<file path="src/rtl/uart_sample_streamer_if.sv">
`default_nettype none
// ============================================================================
//  Module      : uart_sample_streamer_if
//  Description : Bundles the sample-RAM synchronous read port and the UART
//                transmit handshake used by uart_sample_streamer.
//                master = streamer side, slave = RAM/UART side.
//  Revision    : 1.0  initial release
// ============================================================================
interface uart_sample_streamer_if #(
    parameter int ADDR_W = 14
) ();
    // Sample RAM read port (data valid one cycle after rd_en)
    logic              rd_en;
    logic [ADDR_W-1:0] rd_address;
    logic [15:0]       rd_data;

    // UART transmit handshake
    logic [7:0]        data_out;
    logic              transmit_en;
    logic              transmit_rdy;

    modport master (
        output rd_en,
        output rd_address,
        input  rd_data,
        output data_out,
        output transmit_en,
        input  transmit_rdy
    );

    modport slave (
        input  rd_en,
        input  rd_address,
        output rd_data,
        input  data_out,
        input  transmit_en,
        output transmit_rdy
    );
endinterface
`default_nettype wire

</file>
<file path="src/rtl/uart_sample_streamer.sv">
`default_nettype none
// ============================================================================
//  Module      : uart_sample_streamer
//  Description : Reads 16-bit samples from addresses 0..end_address of the
//                sample RAM and sends each as two UART bytes, low byte first,
//                using a transmit_en / transmit_rdy handshake. Aborts on
//                request and flags a sticky error on acknowledge timeout.
//  Revision    : 1.0  initial release
// ============================================================================
module uart_sample_streamer #(
    parameter int ADDR_W      = 14,
    parameter int ACK_TIMEOUT = 1024
) (
    input  wire                  CLOCK_50,
    input  wire                  RESET_N,
    input  wire                  start,
    input  wire                  abort,
    input  wire     [ADDR_W-1:0] end_address,
    uart_sample_streamer_if.master bus,
    output logic                 busy,
    output logic                 done,
    output logic                 error
);

    localparam int CNT_W = $clog2(ACK_TIMEOUT + 1);
    localparam logic [CNT_W-1:0] CNT_LAST = CNT_W'(ACK_TIMEOUT - 1);

    typedef enum logic [2:0] {
        S_IDLE      = 3'd0,
        S_READ      = 3'd1,
        S_LATCH     = 3'd2,
        S_SEND      = 3'd3,
        S_WAIT_ACK  = 3'd4,
        S_WAIT_DONE = 3'd5,
        S_NEXT      = 3'd6
    } state_t;

    state_t            state_q;
    logic [ADDR_W-1:0] addr_q;
    logic [ADDR_W-1:0] end_q;
    logic [15:0]       word_q;
    logic              hi_q;
    logic [CNT_W-1:0]  cnt_q;
    logic              rd_en_q;
    logic [7:0]        data_out_q;
    logic              transmit_en_q;
    logic              busy_q;
    logic              done_q;
    logic              error_q;

    // Next sample address; the end check happens on addr_q before this is used,
    // so the last address of the full range never wraps back to 0.
    logic [ADDR_W-1:0] addr_d;
    assign addr_d = addr_q + ADDR_W'(1);

    // Sequencer: one state register with all outputs registered alongside it.
    always_ff @(posedge CLOCK_50 or negedge RESET_N) begin
        if (!RESET_N) begin
            state_q       <= S_IDLE;
            addr_q        <= '0;
            end_q         <= '0;
            word_q        <= '0;
            hi_q          <= 1'b0;
            cnt_q         <= '0;
            rd_en_q       <= 1'b0;
            data_out_q    <= 8'h00;
            transmit_en_q <= 1'b0;
            busy_q        <= 1'b0;
            done_q        <= 1'b0;
            error_q       <= 1'b0;
        end else begin
            // Strobes are single-cycle unless a branch below re-asserts them.
            rd_en_q       <= 1'b0;
            transmit_en_q <= 1'b0;
            done_q        <= 1'b0;

            if (abort && (state_q != S_IDLE)) begin
                // Drop everything; a byte already taken by the UART still
                // finishes on the line, the rest of the sample is discarded.
                state_q <= S_IDLE;
                busy_q  <= 1'b0;
            end else begin
                case (state_q)
                    S_IDLE: begin
                        if (start && !abort) begin
                            state_q <= S_READ;
                            end_q   <= end_address;
                            addr_q  <= '0;
                            rd_en_q <= 1'b1;
                            busy_q  <= 1'b1;
                            error_q <= 1'b0;
                        end
                    end

                    S_READ: begin
                        state_q <= S_LATCH;
                    end

                    S_LATCH: begin
                        // rd_data is valid now; issue the low-byte request
                        // directly from it so the pulse lands in the first
                        // SEND cycle when the transmitter is already idle.
                        word_q  <= bus.rd_data;
                        hi_q    <= 1'b0;
                        state_q <= S_SEND;
                        if (bus.transmit_rdy) begin
                            transmit_en_q <= 1'b1;
                            data_out_q    <= bus.rd_data[7:0];
                        end
                    end

                    S_SEND: begin
                        if (transmit_en_q) begin
                            state_q <= S_WAIT_ACK;
                            cnt_q   <= '0;
                        end else if (bus.transmit_rdy) begin
                            transmit_en_q <= 1'b1;
                            data_out_q    <= hi_q ? word_q[15:8] : word_q[7:0];
                        end
                    end

                    S_WAIT_ACK: begin
                        if (!bus.transmit_rdy) begin
                            state_q <= S_WAIT_DONE;
                        end else if (cnt_q == CNT_LAST) begin
                            state_q <= S_IDLE;
                            busy_q  <= 1'b0;
                            error_q <= 1'b1;
                        end else begin
                            cnt_q <= cnt_q + CNT_W'(1);
                        end
                    end

                    S_WAIT_DONE: begin
                        if (bus.transmit_rdy) begin
                            if (!hi_q) begin
                                // Transmitter just went idle, so the high-byte
                                // request can be issued on the SEND cycle.
                                hi_q          <= 1'b1;
                                state_q       <= S_SEND;
                                transmit_en_q <= 1'b1;
                                data_out_q    <= word_q[15:8];
                            end else begin
                                state_q <= S_NEXT;
                            end
                        end
                    end

                    S_NEXT: begin
                        if (addr_q == end_q) begin
                            state_q <= S_IDLE;
                            busy_q  <= 1'b0;
                            done_q  <= 1'b1;
                        end else begin
                            addr_q  <= addr_d;
                            rd_en_q <= 1'b1;
                            state_q <= S_READ;
                        end
                    end

                    default: begin
                        state_q <= S_IDLE;
                        busy_q  <= 1'b0;
                    end
                endcase
            end
        end
    end

    assign bus.rd_en       = rd_en_q;
    assign bus.rd_address  = addr_q;
    assign bus.data_out    = data_out_q;
    assign bus.transmit_en = transmit_en_q;
    assign busy            = busy_q;
    assign done            = done_q;
    assign error           = error_q;

endmodule
`default_nettype wire

</file>
<file path="src/flat_wrapper.sv">
// flat-port wrapper written by rule: the top's interface ports become plain ports
module uart_sample_streamer_flat 
#(
    parameter int ADDR_W      = 14,
    parameter int ACK_TIMEOUT = 1024
)
  (CLOCK_50, RESET_N, start, abort, end_address, busy, done, error, bus_rd_en, bus_rd_address, bus_rd_data, bus_data_out, bus_transmit_en, bus_transmit_rdy);
  uart_sample_streamer_if #(.ADDR_W(ADDR_W)) bus_i ();
  input  wire CLOCK_50;
  input  wire RESET_N;
  input  wire start;
  input  wire abort;
  input  wire     [ADDR_W-1:0] end_address;
  output logic busy;
  output logic done;
  output logic error;
  output wire logic [$bits(bus_i.rd_en)-1:0] bus_rd_en;
  output wire logic [$bits(bus_i.rd_address)-1:0] bus_rd_address;
  input wire logic [$bits(bus_i.rd_data)-1:0] bus_rd_data;
  output wire logic [$bits(bus_i.data_out)-1:0] bus_data_out;
  output wire logic [$bits(bus_i.transmit_en)-1:0] bus_transmit_en;
  input wire logic [$bits(bus_i.transmit_rdy)-1:0] bus_transmit_rdy;
  assign bus_rd_en = bus_i.rd_en;
  assign bus_rd_address = bus_i.rd_address;
  assign bus_i.rd_data = bus_rd_data;
  assign bus_data_out = bus_i.data_out;
  assign bus_transmit_en = bus_i.transmit_en;
  assign bus_i.transmit_rdy = bus_transmit_rdy;
  uart_sample_streamer #(.ADDR_W(ADDR_W), .ACK_TIMEOUT(ACK_TIMEOUT)) u_core (.CLOCK_50(CLOCK_50), .RESET_N(RESET_N), .start(start), .abort(abort), .end_address(end_address), .bus(bus_i), .busy(busy), .done(done), .error(error));
endmodule
</file>
<file path="config.mk">
export PLATFORM = sky130hd
export DESIGN_NAME = uart_sample_streamer_flat
export DESIGN_NICKNAME = d
export VERILOG_FILES = /design/src/rtl/uart_sample_streamer_if.sv /design/src/rtl/uart_sample_streamer.sv /design/src/flat_wrapper.sv
export SDC_FILE = /design/constraint.sdc
export NUM_CORES = 1
export LEC_CHECK = 0
export ABC_CLOCK_PERIOD_IN_PS = 2050
export BUFFER_PORTS_ARGS = -buffer_cell sky130_fd_sc_hd__buf_4
export CELL_PAD_IN_SITES_DETAIL_PLACEMENT = 1
export CELL_PAD_IN_SITES_GLOBAL_PLACEMENT = 2
export CORE_MARGIN = 4
export CORE_UTILIZATION = 36
export DETAILED_ROUTE_END_ITERATION = 8
export GPL_ROUTABILITY_DRIVEN = 0
export PLACE_DENSITY_LB_ADDON = 0.1
export RECOVER_POWER = 25
export SKIP_LAST_GASP = 1
export SLEW_MARGIN = 10
export SYNTH_ARGS = -nofsm -noshare
export SYNTH_HDL_FRONTEND = slang
export SYNTH_SLANG_ARGS = --single-unit
</file>
<file path="constraint.sdc">
create_clock -name CLOCK_50 -period 2.05 [get_ports CLOCK_50]
set_input_delay 0.3075 -clock CLOCK_50 [delete_from_list [all_inputs] [get_ports CLOCK_50]]
set_output_delay 0.3075 -clock CLOCK_50 [all_outputs]
set_load 0.005 [all_outputs]
</file>
# After elaboration in Yosys (flattened, before gate mapping)
# Cells that the tools add are included.
# word_totals
register_bits	72
out_inout_bits	27
elab_cells	110
# classes
add_sub_neg	2
bitwise	1
muxes	48
n_eq_ne	27
n_reduce_logical	20
# op_table
cell	n
8-bit two-way mux	6
11-bit two-way mux	3
14-bit two-way mux	2
14-bit case mux with 2 select lines	1
8-bit case mux with 3 select lines	1
11-bit case mux with 2 select lines	1
1-bit two-way mux	21
3-bit two-way mux	7
3-bit case mux with 7 select lines	1
2-bit != test, second input constant	8
5-bit AND reduction	3
14-bit by 1-bit adder with 14-bit output, second input constant	1
14-bit == test	1
3-bit by 1-bit != test with 1-bit output, second input constant	4
11-bit by 1-bit adder with 11-bit output, second input constant	1
11-bit by 10-bit == test with 1-bit output, second input constant	1
3-bit == test, second input constant	3
2-bit by 1-bit != test with 1-bit output, second input constant	4
4-bit AND reduction	2
2-bit nonzero test	4
7-bit AND reduction	1
3-bit by 2-bit == test with 1-bit output, second input constant	2
3-bit by 2-bit != test with 1-bit output, second input constant	2
1-bit case mux with 2 select lines	3
12 further kinds	15

# Logic depth before layout (Yosys ltp)
# depth
depth_word	5
depth_mapped	7
depth_no_buf	6

# Worst setup path after synthesis
# OpenSTA, ideal clock, no wires.
# synth_timing
path_kind	reg-to-reg
start	register u_core.state_q[2]
end	register u_core.word_q[10]
t_required_ns	1.925
arrival_time_ns	1.622
path_slack_ns	0.303
synth_period_minus_slack_ns	1.747
stages_incl_launch_ff	6
path_buffers	2
setup_time_ns	0.125
cell_sequence	dfrtp_1 buf_2 nand2b_1 nor3_2 buf_4 mux2_2
# synth_via
elab_chain_len	4
word_cells_on_any_way	5
classes_between	1 x eq/ne; 1 x bitwise; 3 x reduce/logical
# synth_lines
element	line_no	text
from (decl)	uart_sample_streamer.sv:38	state_t state_q;
from (signal assigned)	uart_sample_streamer.sv:59	state_q <= S_IDLE;
from (signal assigned)	uart_sample_streamer.sv:80	state_q <= S_IDLE;
from (signal assigned)	uart_sample_streamer.sv:86	state_q <= S_READ;
3-bit nonzero test	uart_sample_streamer.sv:77	if (abort && (state_q != S_IDLE)) begin
1-bit logical AND	uart_sample_streamer.sv:77	
1-bit NOT (no source line)	--	
2-bit AND reduction (no source line) *	--	
to (signal assigned)	uart_sample_streamer.sv:103	word_q <= bus.rd_data;
to (decl)	uart_sample_streamer.sv:41	logic [15:0] word_q;
# Mark *: on every way between the ends. The rest lies on a longest branch, timed or not.
# A chain may end at the register's enable or synchronous reset.

# Worst setup path after layout
# layout_timing
start	register u_core.state_q[0]
end	register u_core.addr_q[10], in the netlist u_core.bus.rd_address[10]
# layout_via
elab_chain_len	4
word_cells_on_any_way	10
classes_between	3 x eq/ne; 1 x mux; 1 x bitwise; 5 x reduce/logical
# layout_lines
element	line_no	text
parallel branches: the longest is 4 deep, another holds 4-bit AND reduction	--	
to (signal assigned)	uart_sample_streamer.sv:155	addr_q <= addr_d;
to (decl)	uart_sample_streamer.sv:39	logic [ADDR_W-1:0] addr_q;
# Parallel ways; which one is timed is not known.

==> flow_summary.ini <==
[worst_hold_path]
worstHoldPathType = input port to flip-flop

[worst_setup_path]
crit_fanout = 9
cp_slowest_cell = dfrtp_1
slowest_delay_ns = 0.49
crit_path_cell_trace = nor2_1 -> and3_1 -> nand4_1 -> or3_1 -> a21oi_1
worstPathRequired_ns = 2.30
endpoint_kind = flip-flop
crit_type = flip-flop to flip-flop
cp.arrival_ns = 2.13
start_kind = flip-flop

[pwr]
peakVddDrop_mv = 0.450
p_leak_nw = 2.16
power.density_mw_per_mm2 = 1080

[drt]
vias = 3225
first_pass_iters = 4
drc = 0
totalWireLength_mm = 10.5
vias_per_cell = 5.40
post_drt_wl_per_cell_um = 17.5
ant_nets = 0
drtIter0Drc = 157

[timing]
fin_setup_tns_ns = 0
skew_ns = 0.0145
period_share_pct = 91.5
worstMarginPinSlew_ns = 0.859
finalHoldViolCount = 0
setup_viol = 0
period_needed_ns = 1.88
max_clock_freq_mhz = 533
hold-worst-slack_ns = 0.148
rsz0062_at_grt = false
slew_violations = 0
slew_headroom_pct = 42.8

[synth]
ys_ff_latch = 72
netlist.area_leader.share_pct = 47.4
ys_types = 57
synthCells = 374
synth-edff-count = 0
synth.area.top_cells = dfrtp_1 (47%), mux2_2 (7.4%), nand2_1 (6.1%), xnor2_1 (3.2%), a21oi_1 (2.8%)
yosys_warnings = 0
seq_area_frac_synth_pct = 47.4
netlist_area_mm2 = 0.00380
synth.avg_cell_area_um2 = 10.2
async_flop_share_pct = 100
synth_top_area_cell = dfrtp_1
syn_nets = 411
synth-main-ff-cell = dfrtp_1

[final_layout]
n_antenna_cell = 0
multi_input_area_mm2 = 0.00188
layout-drive-gt1-share_pct = 30.6
stdcell_area_mm2 = 0.00477
layout-area-overhead-vs-synth_pct = 25.3
num-fill-cells = 1188
layout.nets = 494
ff_latch_area_mm2 = 0.00180

[floorplan]
initial_utilization_pct = 36.8
die_h_um = 111
dieWidth_um = 111
core_area_mm2 = 0.0103
core.rowCount = 37
ios = 62
die_area_mm2 = 0.0123

[clock_tree]
cts_repair_resize_count = 0
cts-root-buf = clkbuf_8
cts_tree = done
cts_setup_buffers = 0
cts.sinks = 72
postCtsHoldBufs = 1
cts_buffer_depth = 2
clk_latency_ns = 0.34
cts_max_level = 3
clk_pin_slew_ns = 0.08
cts_made_buffers = 9

[flow_run]
maxCapViolations = 0

[placed_design]
hpwl_mm = 7.59
post_dp_cell_area_mm2 = 0.00457
port_buffers = 61

[global_route]
grt_usage_pct = 17.8
antenna_found_initial = 0
grt_max_degree = 33
grt_pass1_vias = 3476
grt_pass1_wl_mm = 17.9
overflow = 0

[run_status]
status = complete, no violations
-- layout make-up --
type	count	share of cell area, %
Clock buffer	12	3.04
Clock inverter	3	0.892
Sequential cell	72	37.8
Timing Repair Buffer	93	14.9
Inverter	5	0.394
Tap cell	136	3.57
Multi-Input combinational cell	276	39.4
-- cells by family (layout without fill, tap and decap cells) --
group	after synthesis	after routing	share of synthesized area, %
AO/OA/AOI/OAI	75	75	14.1
buffers and inverters	26	113	3.26
AND/OR/NAND/NOR	148	148	21.1
XOR/XNOR	22	22	5.07
multiplexers	29	29	8.45
flip-flops	72	72	47.4
adder cells (fa/ha/maj)	2	2	0.658
-- worst max-delay path, delay by kind of cell, from the launching register on --
kind,cells,cell delay (ns)
compound gates,1,0.15
flops,1,0.49
simple gates,4,1.15
-- registers in the layout, indices dropped and copies added, names as in the netlist --
register / flops
u_core.error: 1
u_core.bus.data_out: 8
u_core.state_q: 3
u_core.bus.rd_address: 14
u_core.cnt_q: 11
u_core.busy: 1
u_core.end_q: 14
u_core.word_q: 16
u_core.bus.transmit_en: 1
u_core.hi_q: 1
u_core.bus.rd_en: 1
u_core.done: 1
-- report_power, final --
| group | internal, mW | leakage, nW | switching [mW] |
|---|---|---|---|
| Clock | 0.589 | 0.0925 | 0.528 |
| Sequential | 1.84 | 0.928 | 0.343 |
| Combinational | 0.948 | 1.14 | 0.884 |
-- per-stage QoR --
step	worst slack [ns]	power (mW)	instances	util, %
4_1_cts	0.161	5.21	597	46.2
3_5_place_dp	0.182	4.06	581	44.3
5_1_grt	0.0410	5.53	597	46.2
3_3_place_gp	0.235	4.00	581	44.3
6_report	0.174	5.14	597	46.2
2_1_floorplan	0.303	3.34	374	-
-- cell usage after synthesis (2+ instances only) --
| cell | count |
|---|---|
| a21oi_1 | 21 |
| buf_4 | 5 |
| nor2b_1 | 4 |
| a22oi_1 | 9 |
| inv_1 | 4 |
| or4_1 | 4 |
| nand2_1 | 62 |
| dfrtp_1 | 72 |
| xor2_1 | 8 |
| mux2i_1 | 4 |
| nand4b_1 | 3 |
| xnor2_1 | 14 |
| o211ai_1 | 2 |
| ha_1 | 2 |
| o21ai_0 | 10 |
| and4_1 | 4 |
| nor3_1 | 4 |
| buf_2 | 5 |
| nand3_1 | 9 |
| nand4_1 | 13 |
| or3_1 | 5 |
| and2_1 | 4 |
| a221oi_1 | 8 |
| o31ai_1 | 3 |
| nor2_1 | 18 |
| mux2_2 | 25 |
| clkbuf_1 | 10 |
| a221o_1 | 8 |
| and3_1 | 6 |
-- layer usage --
layer | routed length [um] | track usage, % | share of wire [%] | vias to the layer above
li1 | - | - | - | 1531
met1 | 5320 | 25.1 | 51 | 1637
met2 | 4770 | 27.8 | 46 | 46
met3 | 243 | 3.11 | 2.3 | 11
met4 | 125 | 5.75 | 1.2 | 0
met5 | 0 | 0 | 0 | -
-- final timing paths --
kind,from,end,slack (ns),depth (start not counted)
worst max-delay path,u_core.state_q[0],u_core.bus.rd_address[10],0.17,5
worst min-delay path,end_address[12],u_core.end_q[12],0.15,3
worst max register to register,u_core.state_q[0],u_core.bus.rd_address[10],0.17,5
worst min register to register,u_core.busy,u_core.busy,0.50,1
max in group asynchronous,RESET_N,u_core.state_q[2],0.74,3
min in group asynchronous,RESET_N,u_core.cnt_q[5],0.60,2
-- cell usage in the layout (no fill, tap or decap), drive strengths merged, types with 2 or more instances in the layout --
master | netlist | final
nand4b | 3 | 3
nor2b | 4 | 4
dfrtp | 72 | 72
a21oi | 22 | 22
o31ai | 3 | 3
or3 | 5 | 5
clkbuf | 11 | 13
and2 | 4 | 4
buf | 10 | 91
xor2 | 8 | 8
mux2 | 25 | 25
and4 | 4 | 4
nand2 | 63 | 63
o21ai | 10 | 10
nor2 | 19 | 19
a22oi | 9 | 9
and3 | 6 | 6
nand3 | 9 | 9
nor3 | 6 | 6
o211ai | 2 | 2
xnor2 | 14 | 14
mux2i | 4 | 4
inv | 5 | 5
ha | 2 | 2
a221o | 8 | 8
or4 | 4 | 4
a221oi | 8 | 8
nand4 | 14 | 14
(Power assumes the default switching activity.)
